[config.mk]
export PLATFORM = sky130hd
export DESIGN_NAME = mouse_master_sm
export DESIGN_NICKNAME = d
export VERILOG_FILES = /design/src/rtl/mouse_master_sm.sv
export SDC_FILE = /design/constraint.sdc
export NUM_CORES = 1
export LEC_CHECK = 0
export CORE_AREA = 2 2 95 97
export CTS_CLUSTER_DIAMETER = 80
export DETAILED_ROUTE_END_ITERATION = 8
export DIE_AREA = 0 0 97 99
export PLACE_DENSITY = 0.88
export SYNTH_ARGS = -nofsm -noshare
export SYNTH_HDL_FRONTEND = slang
export SYNTH_SLANG_ARGS = --single-unit
[constraint.sdc]
create_clock -name CLK -period 5.4 [get_ports CLK]
set_clock_uncertainty 0.2 [all_clocks]
set_input_delay 1.08 -clock CLK [delete_from_list [all_inputs] [get_ports CLK]]
set_output_delay 1.08 -clock CLK [all_outputs]
set_load 0.02 [all_outputs]
[src/rtl/mouse_master_sm.sv]
// PS/2 mouse master: power-up handshake (FF / FA AA 00 / F4 / FA), then 3-byte packet assembly.
// Optional build macro MOUSE_OVF_CLAMP_EN saturates DX/DY on the packet's overflow bits.
`timescale 1ns/1ps
module mouse_master_sm #(
    parameter int unsigned STARTUP_CYCLES       = 5000000,
    parameter int unsigned REPLY_TIMEOUT_CYCLES = 50000000,
    parameter int unsigned PKT_TIMEOUT_CYCLES   = 200000
) (
    input  logic       CLK,
    input  logic       RESET_N,
    output logic       SEND_BYTE,
    output logic [7:0] BYTE_TO_SEND,
    input  logic       BYTE_SENT,
    output logic       READ_ENABLE,
    input  logic [7:0] BYTE_READ,
    input  logic [1:0] BYTE_ERROR_CODE,
    input  logic       BYTE_READY,
    output logic [7:0] MOUSE_STATUS,
    output logic [7:0] MOUSE_DX,
    output logic [7:0] MOUSE_DY,
    output logic       SEND_INTERRUPT,
    output logic       INIT_DONE,
    output logic [3:0] debug_state
);

    typedef enum logic [3:0] {
        ST_STARTUP   = 4'd0,
        ST_SEND_RST  = 4'd1,
        ST_WAIT_TX1  = 4'd2,
        ST_WAIT_ACK1 = 4'd3,
        ST_WAIT_BAT  = 4'd4,
        ST_WAIT_ID   = 4'd5,
        ST_SEND_EN   = 4'd6,
        ST_WAIT_TX2  = 4'd7,
        ST_WAIT_ACK2 = 4'd8,
        ST_RX_STATUS = 4'd9,
        ST_RX_DX     = 4'd10,
        ST_RX_DY     = 4'd11,
        ST_PUBLISH   = 4'd12
    } state_t;

    state_t      state;
    logic [31:0] timer;
    logic [7:0]  status_sh;
    logic [7:0]  dx_sh;
    logic [7:0]  dy_sh;

    logic        byte_ok;
    logic        byte_bad;
    logic        reply_timeout;
    logic        pkt_timeout;
    logic        restart;
    logic [7:0]  reply_exp;
    state_t      reply_next;

    assign byte_ok       = BYTE_READY && (BYTE_ERROR_CODE == 2'b00);
    assign byte_bad      = BYTE_READY && (BYTE_ERROR_CODE != 2'b00);
    assign reply_timeout = (timer >= REPLY_TIMEOUT_CYCLES);
    assign pkt_timeout   = (timer >= PKT_TIMEOUT_CYCLES);
    assign debug_state   = state;

`ifdef MOUSE_OVF_CLAMP_EN
    function automatic logic [7:0] clamp_delta(input logic ovf, input logic sign,
                                               input logic [7:0] raw);
        if (!ovf)
            return raw;
        return sign ? 8'h80 : 8'h7F;
    endfunction
`endif

    // Handshake bookkeeping; a received byte always wins over a same-cycle timeout.
    always_comb begin
        reply_exp  = 8'h00;
        reply_next = ST_STARTUP;
        restart    = 1'b0;
        case (state)
            ST_WAIT_ACK1: begin reply_exp = 8'hFA; reply_next = ST_WAIT_BAT;  end
            ST_WAIT_BAT:  begin reply_exp = 8'hAA; reply_next = ST_WAIT_ID;   end
            ST_WAIT_ID:   begin reply_exp = 8'h00; reply_next = ST_SEND_EN;   end
            ST_WAIT_ACK2: begin reply_exp = 8'hFA; reply_next = ST_RX_STATUS; end
            default: ;
        endcase
        case (state)
            ST_WAIT_TX1, ST_WAIT_TX2:
                restart = !BYTE_SENT && (byte_bad || reply_timeout);
            ST_WAIT_ACK1, ST_WAIT_BAT, ST_WAIT_ID, ST_WAIT_ACK2:
                restart = BYTE_READY ? !(byte_ok && (BYTE_READ == reply_exp)) : reply_timeout;
            ST_STARTUP, ST_SEND_RST, ST_SEND_EN, ST_RX_STATUS, ST_RX_DX, ST_RX_DY, ST_PUBLISH:
                restart = 1'b0;
            default:
                restart = 1'b1;
        endcase
    end

    always_ff @(posedge CLK or negedge RESET_N) begin
        if (!RESET_N) begin
            state          <= ST_STARTUP;
            timer          <= '0;
            status_sh      <= '0;
            dx_sh          <= '0;
            dy_sh          <= '0;
            SEND_BYTE      <= 1'b0;
            BYTE_TO_SEND   <= '0;
            READ_ENABLE    <= 1'b0;
            MOUSE_STATUS   <= '0;
            MOUSE_DX       <= '0;
            MOUSE_DY       <= '0;
            SEND_INTERRUPT <= 1'b0;
            INIT_DONE      <= 1'b0;
        end else begin
            timer          <= timer + 32'd1;
            SEND_BYTE      <= 1'b0;
            SEND_INTERRUPT <= 1'b0;
            if (restart) begin
                state       <= ST_STARTUP;
                timer       <= '0;
                READ_ENABLE <= 1'b0;
                INIT_DONE   <= 1'b0;
            end else begin
                case (state)
                    ST_STARTUP: begin
                        if (timer + 32'd1 >= STARTUP_CYCLES) begin
                            state <= ST_SEND_RST;
                            timer <= '0;
                        end
                    end
                    ST_SEND_RST: begin
                        SEND_BYTE    <= 1'b1;
                        BYTE_TO_SEND <= 8'hFF;
                        READ_ENABLE  <= 1'b1;
                        state        <= ST_WAIT_TX1;
                        timer        <= '0;
                    end
                    ST_WAIT_TX1, ST_WAIT_TX2: begin
                        if (BYTE_SENT) begin
                            state <= (state == ST_WAIT_TX1) ? ST_WAIT_ACK1 : ST_WAIT_ACK2;
                            timer <= '0;
                        end
                    end
                    ST_WAIT_ACK1, ST_WAIT_BAT, ST_WAIT_ID, ST_WAIT_ACK2: begin
                        // Reaching here with BYTE_READY means the reply matched.
                        if (BYTE_READY) begin
                            state       <= reply_next;
                            timer       <= '0;
                            READ_ENABLE <= (reply_next != ST_SEND_EN);
                            if (state == ST_WAIT_ACK2)
                                INIT_DONE <= 1'b1;
                        end
                    end
                    ST_SEND_EN: begin
                        SEND_BYTE    <= 1'b1;
                        BYTE_TO_SEND <= 8'hF4;
                        READ_ENABLE  <= 1'b1;
                        state        <= ST_WAIT_TX2;
                        timer        <= '0;
                    end
                    ST_RX_STATUS: begin
                        // Bytes without the always-one bit3 cannot start a packet.
                        if (byte_ok && BYTE_READ[3]) begin
                            status_sh <= BYTE_READ;
                            state     <= ST_RX_DX;
                            timer     <= '0;
                        end
                    end
                    ST_RX_DX: begin
                        if (byte_ok) begin
                            dx_sh <= BYTE_READ;
                            state <= ST_RX_DY;
                            timer <= '0;
                        end else if (byte_bad || pkt_timeout) begin
                            state <= ST_RX_STATUS;
                            timer <= '0;
                        end
                    end
                    ST_RX_DY: begin
                        if (byte_ok) begin
                            dy_sh       <= BYTE_READ;
                            state       <= ST_PUBLISH;
                            READ_ENABLE <= 1'b0;
                            timer       <= '0;
                        end else if (byte_bad || pkt_timeout) begin
                            state <= ST_RX_STATUS;
                            timer <= '0;
                        end
                    end
                    ST_PUBLISH: begin
                        MOUSE_STATUS   <= status_sh;
`ifdef MOUSE_OVF_CLAMP_EN
                        MOUSE_DX       <= clamp_delta(status_sh[6], status_sh[4], dx_sh);
                        MOUSE_DY       <= clamp_delta(status_sh[7], status_sh[5], dy_sh);
`else
                        MOUSE_DX       <= dx_sh;
                        MOUSE_DY       <= dy_sh;
`endif
                        SEND_INTERRUPT <= 1'b1;
                        READ_ENABLE    <= 1'b1;
                        state          <= ST_RX_STATUS;
                        timer          <= '0;
                    end
                    default: begin
                        state <= ST_STARTUP;
                        timer <= '0;
                    end
                endcase
            end
        end
    end

endmodule

## After elaboration in Yosys (flattened, before gate mapping)

Index checks and enable logic that the tools add are counted.

- Add/sub/neg operators: 1
- Magnitude comparators: 3
- Eq/ne operators: 19
- Mux-type cells: 35
- Bitwise gates (word level): 1
- Reductions and logical operators: 32

Operators with widths:

| operator | number |
|---|---|
| 32-bit 2-to-1 mux | 7 |
| 32-bit case mux with 5 select lines | 1 |
| 4-bit 2-to-1 mux | 9 |
| 4-bit case mux with 9 select lines | 1 |
| 32-bit by 1-bit adder with 32-bit output (second input constant) | 1 |
| 32-bit by 18-bit greater-or-equal comparator with 1-bit output (second input constant) | 1 |
| 32-bit by 23-bit greater-or-equal comparator with 1-bit output (second input constant) | 1 |
| 32-bit by 26-bit greater-or-equal comparator with 1-bit output (second input constant) | 1 |
| 8-bit case mux with 2 select lines | 2 |
| 4-bit == test (second input constant) | 5 |
| 4-bit by 3-bit == test with 1-bit output (second input constant) | 4 |
| 4-bit case mux with 4 select lines | 1 |
| 3-bit != test (second input constant) | 5 |
| 3-bit AND reduction | 5 |
| 1-bit 2-to-1 mux | 12 |
| 2-bit nonzero test | 5 |
| 4-bit by 2-bit == test with 1-bit output (second input constant) | 2 |
| 8-bit == test | 1 |
| 2-bit OR reduction | 4 |
| 7-bit OR reduction | 1 |
| 1-bit case mux with 3 select lines | 2 |
| 1-bit logical AND | 5 |
| 4-bit by 1-bit == test with 1-bit output (second input constant) | 1 |
| 4-bit zero test | 1 |
| 10 further kinds | 13 |

- Register bits after elaboration: 96

## Longest topological paths before layout

Gate-level depths: netlist of run 1.

- Depth in word-level cells: 10
- Mapped depth: 11
- Gate-level depth less buffers: 9

## Worst setup path after synthesis of run 1

Ideal clock, no wire load.

- Path type: input to register
- Start: in BYTE_ERROR_CODE[1]
- End: reg timer[22]
- Library setup time: 0.137 ns
- Arrival time: 2.666 ns
- Slack: 2.397 ns
- Stages: 9
- Cell sequence: or3b_2 > a21bo_2 > o31ai_1 > o41ai_1 > a21o_1 > a22o_1 > nand2_4 > buf_6 > a21oi_2

- Longest elaborated chain between the ends: 7

RTL lines:

| what | line | text |
|---|---|---|
| from (decl) | 16 | `input logic [1:0] BYTE_ERROR_CODE,` |
| 2-bit nonzero test / 2-bit zero test (equally long branches) | 57, 56 |  |
| 1-bit logical AND (on tied branches) | 57, 56 |  |
| 1-bit logical OR / 1-bit logical AND (equally long branches) | 170, 181, 87 |  |
| 32-bit 2-to-1 mux / 1-bit zero test (equally long branches) | 170, 181, 87 |  |
| 32-bit 2-to-1 mux / 1-bit 2-to-1 mux (equally long branches) | 166, 87 |  |
| 32-bit case mux with 5 select lines / 1-bit case mux with 3 select lines (equally long branches) | 120, 83 |  |
| 32-bit 2-to-1 mux (*) | 114 | `if (restart) begin` |
| to (signal assigned) | 111 | `timer <= timer + 32'd1;` |
| to (decl) | 43 | `logic [31:0] timer;` |

Every way passes the cells marked *; elsewhere a longest branch is shown, timed or not.
A chain may end at the register's enable or synchronous reset.

## Worst setup path in the final report of run 1

- Start: reg timer[0]
- End: reg timer[1]

- Longest elaborated chain between the ends: 6

RTL lines:

| what | line |
|---|---|
| branches (longest 5 deep; another with 32-bit by 1-bit adder with 32-bit output) | n/a |
| 32-bit 2-to-1 mux (*) | 114 |

Every way passes the cells marked *.

==> results of run 1 <==
[power by group]
part           switching [mW]  internal [mW]  total (mW)
clock network           0.281          0.180       0.461
logic                   0.393          0.229       0.622
registers               0.101          0.729       0.829
[flip-flops by register name, indices dropped and copies added (netlist names), 4 cells and up]
signal        flops
timer            32
MOUSE_DX          8
MOUSE_DY          8
MOUSE_STATUS      8
dx_sh             8
dy_sh             8
status_sh         8
debug_state       4
[worst max-delay path, cell delays in order, from the launching register on]
cell and delay, ns:
dfrtp_1 0.48, ha_1 0.30, nand3_1 0.20, nor4_4 0.65
nand2_1 0.12, o21a_1 0.19, o211ai_1 0.33, a21oi_1 0.17
o21bai_4 0.73, a21boi_1 0.15
[through the flow]
stage               instances  utilization [%]  instance area, µm²  hold slack [ns]  total power, mW
finish                    633             68.2                5830            0.277             1.91
global route              633             68.2                5830            0.301             2.02
CTS                       633             68.2                5830            0.281             1.92
detailed placement        617             66.0                5640            0.254             1.46
global placement          617             66.0                5640            0.250             1.44
floorplan                 491                -                5210            0.233             1.34
[cell usage in the layout, fill, tap and decap left out, drive strengths merged, types with 11 or more instances in the layout]
master and instances:
a21oi 36, clkdlybuf4s50 52, dfrtp 90, inv 12, mux2 48, nand2 38
nand3 20, nor2 39, nor4 11, o21ai 19, xnor2 13, xor2 20
[metal layers]
metal  share of wire [%]  vias up  GRT usage, %
met5                   0        -             0
met4                 1.9        0          8.45
met3                 7.2       19          6.74
met2                  48      155          39.6
met1                  42     1939          33.0
li1                    -     1827             -
[worst paths after layout]
| kind | end | slack, ns | cells past startpoint |
|---|---|---|---|
| max reg2reg | timer[1] | 1.72 | 9 |
| max in group asynchronous | status_sh[5] | 3.52 | 2 |
| min | status_sh[3] | 0.28 | 1 |
| min reg2reg | status_sh[3] | 0.28 | 1 |
| min in group asynchronous | timer[5] | 0.49 | 1 |
| max | timer[1] | 1.72 | 9 |
[logic make-up (layout without fill, tap and decap cells)]
| logic type | after synthesis | in the layout | share of synthesized area (%) |
|---|---|---|---|
| xor+xnor | 33 | 33 | 5.55 |
| compound gates | 101 | 101 | 15.0 |
| fa+ha+maj | 3 | 3 | 0.672 |
| buf+inv | 45 | 79 | 5.50 |
| mux | 50 | 50 | 10.8 |
| flops | 90 | 90 | 43.2 |
| simple gates | 169 | 169 | 19.3 |
[layout make-up]
| cell class | instances | area, µm² |
|---|---|---|
| fillers | 654 | 2720 |
| multi-input cells | 356 | 2680 |
| flip-flops and latches | 90 | 2250 |
| repair buffers | 56 | 551 |
| well taps | 108 | 135 |
| clock buffers | 9 | 124 |
| clock inverters | 7 | 66.3 |
| inverters | 7 | 26.3 |
==> impl_results.md, run 1 <==
- # hold bufs at CTS: 0
- Post-CTS sizing: 0
- Top_reg_cell synth: dfrtp_1
- Fin. Hold Viols: 0
- DP Wirelength: 7820 µm
- Diodes inserted: 0
- Crit Path Class: reg -> reg
- DP Worst Slack: 1.40 ns
- Fmax: 0.271 GHz
- Slew headroom: 38.9%
- Max_cap viols: 0
- #FFs+latches synth: 90
- CP startpoint: timer[0]
- Crit Path Max Fanout: 23
- Sequential element share of the synthesized area: 43.2%
- Num rows: 34
- Period utilisation layout: 68.2%
- Crit path required time: 5.42 ns
- CTS tree: built
- Cell variety after synth: 80
- Max clock buf depth: 2
- GRT Overall Usage: 24.8%
- Largest net degree at the start of global routing: 47
- Worst EP arrival: 3.71 ns
- Synthesized net count: 507
- Post-layout min period: 3.68 ns
- I/O Pins: 54
- Buffers on Ports: 53
- Synth Instances: 491
- Asr flop ratio synth: 100%
- Initial Util: 60.9%
- Fraction of layout cells with a size suffix above 1: 24.6%
- Placer Congestion: 0.968
- Die Ht: 99 µm
- Outcome: complete, no violations
- DRC Markers: 0
- Final WS setup: 1.72 ns
- Fin. max-slew vios: 0
- Worst-Skew Late Latency: 0.38 ns
- Die ar.: 0.00960 mm²
- First-pass GRT wire length: 19,300 µm
- Worst Setup End Kind: flip-flop
- Class of the worst hold path: reg -> reg
- Min-delay src: status_sh[3]
- Final TNS setup: 0 ns
- Final setup viols: 0
- LEAKAGE: 2.46 nW
- Number of global-route vias before repair: 3,843
- CTS H-tree lvls: 3
- Vias: 3,940
- Startpoint type of the worst setup path: flip-flop
- Routed len/inst: 18.1 µm
- CTS clk-pin slew, worst paths: 0.11 ns
- Top cells by count, synth: dfrtp_1, mux2_2, nand2_1, nor2_1, a21oi_2
- CTS Buf Count: 9
- Synth Area per Inst: 10.6 µm²
- Unrepaired setup endpoints after global routing: false
- Postcts setup bufs: 0
- Total gr overflow: 0
- Initial antenna violation count: 0
- 1st-iter DRT viols: 265
- Total Nets Final: 536
- Area grow syn2layout: 11.9%
- WL final: 11,400 µm
- Post-synth EDFFs: 0
- Clk sinks: 90
- Area leader, netlist: dfrtp_1
- Detailed Routing Iterations Pass 1: 6
- Power per cell area: 328 mW/mm²
- Synth area leaders: dfrtp_1, mux2_2, a21oi_2
- CTS Root Cell: clkbuf_8
- Post-DR vias/cell: 6.22
- Warning count from the yosys run: 0
- Yosys top cell area share: 43.2%
- Die Width: 97 µm
- Antenna Nets Post-Route: 0
- Maximum VDD drop: 243 µV
- Reg2reg start: timer[0]
- Core area: 0.00855 mm²
- Worst Max-Slew Pin Slew: 0.905 ns
- Netlist Area Pre-Place: 0.00521 mm²
- Most common cell in the netlist: dfrtp_1
Note: power is estimated with default switching activity, not from simulation.
==> inputs of run 2 (changes only) <==
==> config.mk (replaced) <==
export PLATFORM = sky130hd
export DESIGN_NAME = mouse_master_sm
export DESIGN_NICKNAME = d
export VERILOG_FILES = /design/src/rtl/mouse_master_sm.sv
export SDC_FILE = /design/constraint.sdc
export NUM_CORES = 1
export LEC_CHECK = 0
export CORE_AREA = 2 2 104 106
export CTS_CLUSTER_DIAMETER = 80
export DETAILED_ROUTE_END_ITERATION = 8
export DIE_AREA = 0 0 106 108
export PLACE_DENSITY = 0.78
export SYNTH_ARGS = -nofsm -noshare
export SYNTH_HDL_FRONTEND = slang
export SYNTH_SLANG_ARGS = --single-unit
==> constraint.sdc (replaced) <==
create_clock -name CLK -period 3.21 [get_ports CLK]
set_clock_uncertainty 0.2 [all_clocks]
set_input_delay 0.642 -clock CLK [delete_from_list [all_inputs] [get_ports CLK]]
set_output_delay 0.642 -clock CLK [all_outputs]
set_load 0.02 [all_outputs]
==> impl_results.md, run 2 (synthesized netlist as in run 1, its figures left out) <==
- I/O Pins: 54 (unchanged)
- Worst path slowest cell: or3b_2
- Most flop-heavy register: timer
- Met3 Use GR: 5.12% (-1.6 points)
- Total Nets Final: 559 (+4.3%)
- WL final: 11,600 µm (+1.0%)
- Gr busiest metal: met2
- Power per cell area: 560 mW/mm² (+71%)
- Largest net degree at the start of global routing: 54 (+15%)
- Number of flip-flops in the largest register: 32 (unchanged)
- Crit path required time: 3.28 ns (-2.14 ns)
- Clk pwr share: 22.2% (-1.9 points)
- Die ar.: 0.0114 mm² (+19%)
- Clk sinks: 90 (unchanged)
- Buffers on Ports: 53 (unchanged)
- Crit path cell chain: or3b_2 -> a21oi_1 -> mux2_2 -> a211oi_1 -> nor2_1 -> a22oi_4 -> buf_4 -> inv_2 -> a311oi_1
- Startpoint type of the worst setup path: flip-flop
- First-pass GRT wire length: 19,600 µm (+1.7%)
- R2R setup slack: 0.30 ns (-1.42 ns)
- Final setup viols: 0 (unchanged)
- Diodes inserted: 0 (unchanged)
- Unrepaired setup endpoints after global routing: false
- Reg power frac: 38.6% (-4.8 points)
- CTS Buf Count: 9 (unchanged)
- Die Ht: 108 µm (+9.1%)
- CTS H-tree lvls: 3 (unchanged)
- Final TNS setup: 0 ns (unchanged)
- Area of placed instances: 0.00590 mm² (+4.6%)
- Fmax: 0.343 GHz (+26%)
- Worst EP arrival: 2.99 ns (-0.72 ns)
- Initial Util: 50.9% (-10 points)
- # hold bufs at CTS: 0 (unchanged)
- Class of the worst hold path: in -> async
- LEAKAGE: 2.60 nW (+5.6%)
- Number of global-route vias before repair: 4,007 (+4.3%)
- Antenna Nets Post-Route: 0 (unchanged)
- Worst-Skew Late Latency: 0.37 ns (about the same)
- Placer Congestion: 0.906 (-6.4%)
- Area grow syn2layout: 16.9%
- CTS clk-pin slew, worst paths: 0.10 ns (about the same)
- Reg2reg start: debug_state[1]
- 1st-iter DRT viols: 204 (-23%)
- GRT Overall Usage: 21.5% (-3.3 points)
- Postcts setup bufs: 0 (unchanged)
- Worst Setup End Kind: flip-flop
- Commonest non-fill, non-tap cell in the layout: dfrtp_1
- Switching share of power: 38.1% (-2.4 points)
- Slew headroom: 52.6% (+14 points)
- CTS Root Cell: clkbuf_8
- Commonest cells after routing, fill and taps aside: dfrtp_1, clkdlybuf4s50_1, mux2_2
- Fin area: 0.00609 mm² (+4.5%)
- Pint: 2.11 mW (+86%)
- CTS tree: built
- Fill cell count: 866 (+32%)
- Fin util: 59.6% (-8.6 points)
- Maximum VDD drop: 424 µV (+75%)
- Crit Path Max Fanout: 6 (-74%)
- Routed len/inst: 16.9 µm (-6.5%)
- Core area: 0.0102 mm² (+20%)
- Post-CTS sizing: 0 (unchanged)
- Global Route met1 Usage: 28.3% (-4.7 points)
- Total power: 3.41 mW (+79%)
- Period utilisation layout: 90.8% (+23 points)
- Die Width: 106 µm (+9.3%)
- Max clock buf depth: 2 (unchanged)
- Comb pwr share: 39.2% (+6.7 points)
- Fin. max-slew vios: 0 (unchanged)
- Initial antenna violation count: 0 (unchanged)
- Detailed Routing Iterations Pass 1: 5 (-1)
- Total gr overflow: 0 (unchanged)
- Max_cap viols: 0 (unchanged)
- Vias: 3,919 (-0.53%)
- Outcome: complete, no violations
- Crit Path Class: reg -> reg
- DP Wirelength: 8210 µm (+4.9%)
- Area occupied by multi-input gates: 0.00268 mm² (unchanged)
- Post-DR vias/cell: 5.73 (-7.9%)
- Worst Max-Slew Pin Slew: 0.712 ns (-0.194 ns)
- Sw power: 1.30 mW (+68%)
- DRC Markers: 0 (unchanged)
- Worst-case reg-to-reg path depth: 9 (unchanged)
- GR Layer Usage met2: 35.5% (-4.1 points)
- Fin. Hold Viols: 0 (unchanged)
- Post-layout min period: 2.91 ns (-0.770 ns)
- Num rows: 37 (+8.8%)
- Crit-path max cell delay: 0.48 ns (-0.25 ns)
- R2R Path End: READ_ENABLE
- Fraction of layout cells with a size suffix above 1: 27.7% (+3.2 points)
- FF/Latch Area: 0.00225 mm² (unchanged)
## run 2: worst max path at each step
stage	start	end	slack, ns
5_1_grt	timer[0]	timer[1]	0.08
6_report	debug_state[1]	READ_ENABLE	0.30
4_1_cts	debug_state[1]	READ_ENABLE	0.28
3_5_place_dp	BYTE_READ[3]	timer[17]	-0.008
2_1_floorplan	debug_state[0]	timer[14]	0.40
3_3_place_gp	BYTE_READ[3]	timer[16]	0.05
## run 2: stage by stage
stage,setup WS (ns),cells,hold slack [ns]
floorplan,0.396,491,0.146
global placement,0.0483,668,0.251
detailed placement,-0.00847,668,0.249
CTS,0.279,684,0.138
global route,0.0802,684,0.180
finish,0.296,684,0.128
## run 2: layer usage
layer  vias to the layer above  share of wire (%)
met5                         -                  0
met4                         0                1.2
met3                        11                4.9
met2                        94                 48
met1                      1949                 46
li1                       1865                  -
## run 2: cell type report
| type | count | area share [%] |
|---|---|---|
| clock inverters | 6 | 0.924 |
| clock buffers | 10 | 2.26 |
| repair buffers | 79 | 12.7 |
| inverters | 7 | 0.431 |
| multi-input cells | 356 | 43.9 |
| well taps | 136 | 2.79 |
| flip-flops and latches | 90 | 37.0 |
## run 2: power groups by stage
stage / Clock (mW) / Combinational (mW) / Sequential, mW
global route: 0.819 / 1.47 / 1.33
CTS: 0.785 / 1.34 / 1.32
floorplan: 0 / 0.870 / 1.38
detailed placement: 0 / 1.34 / 1.34
finish: 0.758 / 1.34 / 1.32
global placement: 0 / 1.30 / 1.33
## run 2: critical path: cells and delay by family, from the launching register on
kind                   cells  cell delay, ns
muxes                      1            0.38
AOI/OAI and AO/OA          4            1.04
buffers and inverters      2            0.24
and+or+nand+nor            2            0.60
DFF                        1            0.38
==> inputs of run 3 (changes only) <==
--- a/config.mk
+++ b/config.mk
@@ -5,6 +5,7 @@
 export SDC_FILE = /design/constraint.sdc
 export NUM_CORES = 1
 export LEC_CHECK = 0
+export ABC_CLOCK_PERIOD_IN_PS = 3210
 export CORE_AREA = 2 2 104 106
 export CTS_CLUSTER_DIAMETER = 80
 export DETAILED_ROUTE_END_ITERATION = 8
==> results of run 3 <==
No change in the layout: final DEF, timing and power equal those of run 2.
